`src/rtl/boid_frame_scanner.sv`:
```
// Raster scanner for the 1-bit boid framebuffer: 640x480@60 timing, sequential
// framebuffer addressing, one-tick colour/sync pipeline and an end-of-active pulse.
module boid_frame_scanner #(
  parameter int          H_ACTIVE   = 640,
  parameter int          H_FP       = 16,
  parameter int          H_SYNC     = 96,
  parameter int          H_BP       = 48,
  parameter int          V_ACTIVE   = 480,
  parameter int          V_FP       = 10,
  parameter int          V_SYNC     = 2,
  parameter int          V_BP       = 33,
  parameter int          ADDR_WIDTH = 19,
  parameter logic [11:0] BOID_RGB   = 12'hFFF,
  parameter logic [11:0] BG_RGB     = 12'h000
) (
  input  logic                  clock,
  input  logic                  reset,
  input  logic                  pix_en,
  output logic [ADDR_WIDTH-1:0] read_addr,
  input  logic                  read_data,
  output logic                  hSync,
  output logic                  vSync,
  output logic [3:0]            VGA_R,
  output logic [3:0]            VGA_G,
  output logic [3:0]            VGA_B,
  output logic                  screen_end_out
);

  localparam int H_TOTAL = H_ACTIVE + H_FP + H_SYNC + H_BP;
  localparam int V_TOTAL = V_ACTIVE + V_FP + V_SYNC + V_BP;
  localparam int H_W     = $clog2(H_TOTAL);
  localparam int V_W     = $clog2(V_TOTAL);

  localparam logic [H_W-1:0] H_LAST     = H_W'(H_TOTAL - 1);
  localparam logic [H_W-1:0] H_ACT      = H_W'(H_ACTIVE);
  localparam logic [H_W-1:0] H_ACT_LAST = H_W'(H_ACTIVE - 1);
  localparam logic [H_W-1:0] HS_BEG     = H_W'(H_ACTIVE + H_FP);
  localparam logic [H_W-1:0] HS_END     = H_W'(H_ACTIVE + H_FP + H_SYNC);
  localparam logic [V_W-1:0] V_LAST     = V_W'(V_TOTAL - 1);
  localparam logic [V_W-1:0] V_ACT      = V_W'(V_ACTIVE);
  localparam logic [V_W-1:0] V_ACT_LAST = V_W'(V_ACTIVE - 1);
  localparam logic [V_W-1:0] VS_BEG     = V_W'(V_ACTIVE + V_FP);
  localparam logic [V_W-1:0] VS_END     = V_W'(V_ACTIVE + V_FP + V_SYNC);

  localparam logic [ADDR_WIDTH-1:0] ADDR_MAX = ADDR_WIDTH'(H_ACTIVE * V_ACTIVE - 1);

  logic [H_W-1:0]        h_q, h_d;
  logic [V_W-1:0]        v_q, v_d;
  logic [ADDR_WIDTH-1:0] addr_q, addr_d;
  logic [11:0]           rgb_p1_q, rgb_p1_d;
  logic                  hs_p1_q, hs_p1_d;
  logic                  vs_p1_q, vs_p1_d;
  logic                  vld_p1_q, vld_p1_d;
  logic                  end_p1_q, end_p1_d;
  logic                  active;

  // Saturating step: the last visible pixel holds the address through blanking.
  function automatic logic [ADDR_WIDTH-1:0] addr_step(input logic [ADDR_WIDTH-1:0] a);
    return (a == ADDR_MAX) ? a : a + ADDR_WIDTH'(1);
  endfunction

  always_comb begin
    h_d      = h_q;
    v_d      = v_q;
    addr_d   = addr_q;
    rgb_p1_d = rgb_p1_q;
    hs_p1_d  = hs_p1_q;
    vs_p1_d  = vs_p1_q;
    vld_p1_d = vld_p1_q;
    end_p1_d = 1'b0;
    active   = (h_q < H_ACT) && (v_q < V_ACT);

    if (pix_en) begin
      // Stage p0 -> p1: colour and sync for the current (h,v) register together.
      rgb_p1_d = active ? (read_data ? BOID_RGB : BG_RGB) : 12'h000;
      hs_p1_d  = !((h_q >= HS_BEG) && (h_q < HS_END));
      vs_p1_d  = !((v_q >= VS_BEG) && (v_q < VS_END));
      vld_p1_d = 1'b1;
      end_p1_d = (h_q == H_ACT_LAST) && (v_q == V_ACT_LAST);

      if (h_q == H_LAST) begin
        h_d = '0;
        v_d = (v_q == V_LAST) ? '0 : v_q + V_W'(1);
      end else begin
        h_d = h_q + H_W'(1);
      end

      if ((h_q == H_LAST) && (v_q == V_LAST))
        addr_d = '0;
      else if (active)
        addr_d = addr_step(addr_q);
    end
  end

  always_ff @(posedge clock) begin
    if (reset) begin
      h_q      <= '0;
      v_q      <= '0;
      addr_q   <= '0;
      rgb_p1_q <= 12'h000;
      hs_p1_q  <= 1'b1;
      vs_p1_q  <= 1'b1;
      vld_p1_q <= 1'b0;
      end_p1_q <= 1'b0;
    end else begin
      h_q      <= h_d;
      v_q      <= v_d;
      addr_q   <= addr_d;
      rgb_p1_q <= rgb_p1_d;
      hs_p1_q  <= hs_p1_d;
      vs_p1_q  <= vs_p1_d;
      vld_p1_q <= vld_p1_d;
      end_p1_q <= end_p1_d;
    end
  end

  assign read_addr      = addr_q;
  assign hSync          = hs_p1_q;
  assign vSync          = vs_p1_q;
  assign VGA_R          = vld_p1_q ? rgb_p1_q[11:8] : 4'h0;
  assign VGA_G          = vld_p1_q ? rgb_p1_q[7:4]  : 4'h0;
  assign VGA_B          = vld_p1_q ? rgb_p1_q[3:0]  : 4'h0;
  assign screen_end_out = end_p1_q;

endmodule

```
`config.mk`:
```
export PLATFORM = sky130hd
export DESIGN_NAME = boid_frame_scanner
export DESIGN_NICKNAME = d
export VERILOG_FILES = /design/src/rtl/boid_frame_scanner.sv
export SDC_FILE = /design/constraint.sdc
export NUM_CORES = 1
export LEC_CHECK = 0
export CORE_ASPECT_RATIO = 1.5
export CORE_MARGIN = 2
export CORE_UTILIZATION = 31
export DETAILED_ROUTE_END_ITERATION = 16
export PLACE_DENSITY_LB_ADDON = 0.12
export SLEW_MARGIN = 20
export SYNTH_ARGS = -nofsm -noshare
export SYNTH_HDL_FRONTEND = slang
export SYNTH_SLANG_ARGS = --single-unit
```
`constraint.sdc`:
```
create_clock -name clock -period 3.25 [get_ports clock]
set_clock_uncertainty 0.05 [all_clocks]
set_input_delay 0.325 -clock clock [delete_from_list [all_inputs] [get_ports clock]]
set_output_delay 0.325 -clock clock [all_outputs]
set_load 0.02 [all_outputs]
```
==> reports/results.ini <==
[logic_synthesis]
synth.cell_area_sq_um=2490
synth_compound_area_share_pct=13.0
synth_ff_type=dfxtp_1
synth_xor_area_share_pct=6.69
postSynthRegisterBits=44
syn_avg_cell_area_sq_um=8.51
synth_top_family_by_area=simple AND/OR/NAND/NOR gates
synthTopCellsByCount=dfxtp_1, nor2_1, nand2_1
synth_nets=301
yosysWarnings=0
synthMuxAreaShare_pct=1.66
ys_types=55
yosysMostFrequentCell=dfxtp_1
synthSimpleGateAreaFrac_pct=32.1
synthTopCellsByArea=dfxtp_1, nor2_1, nand4_1
synthCells=292
synth_adder_area_share_pct=2.52
postSynth.asyncResetShare_pct=0
ys_seq_area_share_pct=35.4
synth_edf_count=0
yosys.area.top_type_share_pct=35.4
synth_top_cell_by_area=dfxtp_1

[clock_network]
clock_sinks=44
cts-resized-gates=0
cts_root_buf=clkbuf_16
cts_buffers=5
hold_buffers=0
cts.clk_slew.worst_paths_ns=0.07
htreeDepth=2
clk_latency_ns=0.29
post_cts_buffers=0
cts_tree=yes
clockBufferDepth=2

[pwr]
powerDensity_nw_per_um2=401
ir_drop_uv=224
p_leak_nw=1.12
comb_power_share_pct=6.0
p_int_mw=0.938
p_switching_mw=0.264
clkPwrFrac_pct=48.1
p_seq_share_pct=45.9
swShare_pct=22.0

[finish]
fin_nets=324
syn_to_final_growth_pct=20.7
antenna_cells=0
utilization_pct=37.9
drive_gt1_share_pct=7.28

[grt]
globalRouteTotalUtil_pct=14.5
grt_pass1_wl_microns=10300
grt_antenna_before_repair=0
grt_pass1_vias=2119
grt.overflow.total=0
grt_start_max_net_pins=16

[die]
die_area_sq_um=8770
std_cell_rows=40
core_area_sq_um=7910
die_h_microns=114
die_w_microns=77.1
io_pins=38
start_util_pct=31.4

[worst_setup_path]
worstPathRequired_ns=3.38
path_class=reg2reg
crit_start=read_addr[6]$_SDFFE_PP0P_
r2r-end=read_addr[17]$_SDFFE_PP0P_
critPathLaunchType=register
end_kind=register
endpoint=read_addr[17]$_SDFFE_PP0P_
crit_fanout=10
r2r_cells=5
r2r-start=read_addr[6]$_SDFFE_PP0P_
r2r_slack_ns=0.96
cp.arrival_ns=2.42

[sta]
hold_violations=0
post-route-period-util_pct=70.4
timing.final.ws_setup_ns=0.961
hold_ws_ns=0.410
clock.fmax_mhz=437
max_slew_margin_pct=44.5
maxSlewViolCount=0
finalCriticalPeriod_ns=2.29
max_slew.worst_pin.slew_ns=0.824
fin_tns_setup_ns=0
setup_viol=0
rsz0062_at_grt=no

[drt]
wire_per_inst_microns=14.4
via_per_inst=5.09
drc_errors=0
wirelength_microns=6040
drt_first_iter_violations=106
route.vias.total=2142
dr.pass1.iters=4
postRouteAntennaNets=0

[run]
drv_cap=0

[placement]
dpl_worst_slack_ns=0.784
place.gp.congestion=0.837
io_buffers=37
dp_hpwl_microns=4420

[hold_path]
min_path_cells=2
hp-class=reg2reg

[status]
status=finished clean

registers in the layout (all words and copies together), names as in the netlist:
| register | count |
|---|---|
| hSync | 1 |
| vld_p1_q | 1 |
| v_q | 10 |
| read_addr | 19 |
| vSync | 1 |
| rgb_p1_q | 1 |
| h_q | 10 |
| screen_end_out | 1 |
critical path: stages, from the launching register on:
cell and delay [ns]:
dfxtp_1 0.53, nand4_2 0.23, nor4_1 0.74, nand2_1 0.16, and3_1 0.21, a221o_1 0.25
final cells by class:
type	instances	area, sq um
Tap cell	105	131
Multi-Input combinational cell	213	1390
Timing Repair Buffer	40	393
Clock buffer	6	129
Inverter	11	41.3
Clock inverter	2	35.0
Sequential cell	44	881
Fill cell	875	4910
worst min path at each step:
stage / from / to / slack (ns)
2_1_floorplan: vld_p1_q$_SDFFE_PP0P_ / vld_p1_q$_SDFFE_PP0P_ / 0.38
5_1_grt: vld_p1_q$_SDFFE_PP0P_ / vld_p1_q$_SDFFE_PP0P_ / 0.46
3_3_place_gp: vld_p1_q$_SDFFE_PP0P_ / vld_p1_q$_SDFFE_PP0P_ / 0.40
4_1_cts: vld_p1_q$_SDFFE_PP0P_ / vld_p1_q$_SDFFE_PP0P_ / 0.42
3_5_place_dp: vld_p1_q$_SDFFE_PP0P_ / vld_p1_q$_SDFFE_PP0P_ / 0.40
6_report: vld_p1_q$_SDFFE_PP0P_ / vld_p1_q$_SDFFE_PP0P_ / 0.41
routing by layer:
layer | global-route usage [%] | vias up | part of all wire (%)
met1 | 16.6 | 1012 | 44
met2 | 25.6 | 34 | 51
li1 | - | 1085 | -
met5 | 0 | - | 0
met4 | 7.62 | 0 | 2.3
met3 | 2.69 | 11 | 2.7
logic make-up (layout without fill, tap and decap cells):
family,count (synthesis),after routing
xor+xnor,19,19
flops,44,44
fa+ha+maj,5,5
compound gates,42,42
simple gates,143,143
buf+inv,35,59
mux,4,4
through the flow:
stage / power, mW / std cells / cell area, sq um
after detailed placement: 0.638 / 413 / 2840
after global routing: 1.25 / 421 / 3000
after global placement: 0.637 / 413 / 2840
after CTS: 1.22 / 421 / 3000
final: 1.20 / 421 / 3000
after floorplan: 0.616 / 292 / 2490
power groups by stage:
stage	Clock, mW	Sequential (mW)	Combinational (mW)
2_1_floorplan	0	0.566	0.0500
3_3_place_gp	0	0.564	0.0730
3_5_place_dp	0	0.564	0.0737
4_1_cts	0.591	0.552	0.0738
5_1_grt	0.615	0.552	0.0799
6_report	0.579	0.552	0.0721
placed cells by master (no fill, tap or decap), types with 3 or more instances in the layout:
| cell | netlist | final |
|---|---|---|
| nand3_1 | 18 | 18 |
| a21oi_1 | 8 | 8 |
| and3_1 | 9 | 9 |
| buf_4 | 11 | 3 |
| nor4_1 | 6 | 6 |
| and4_1 | 4 | 4 |
| ha_1 | 5 | 5 |
| clkbuf_16 | 0 | 5 |
| nand4_1 | 17 | 17 |
| a22oi_1 | 4 | 4 |
| a221o_1 | 3 | 3 |
| dfxtp_1 | 44 | 44 |
| nor2_1 | 34 | 34 |
| a22o_1 | 6 | 6 |
| o21ai_0 | 3 | 3 |
| nand2_1 | 25 | 25 |
| mux2i_1 | 3 | 3 |
| o21a_1 | 3 | 3 |
| xnor2_1 | 7 | 7 |
| inv_1 | 11 | 11 |
| clkdlybuf4s50_1 | 0 | 37 |
| xor2_1 | 12 | 12 |
| nor3_1 | 8 | 8 |
| a21o_1 | 3 | 3 |
No activity file was read; power rests on OpenSTA's default activity.
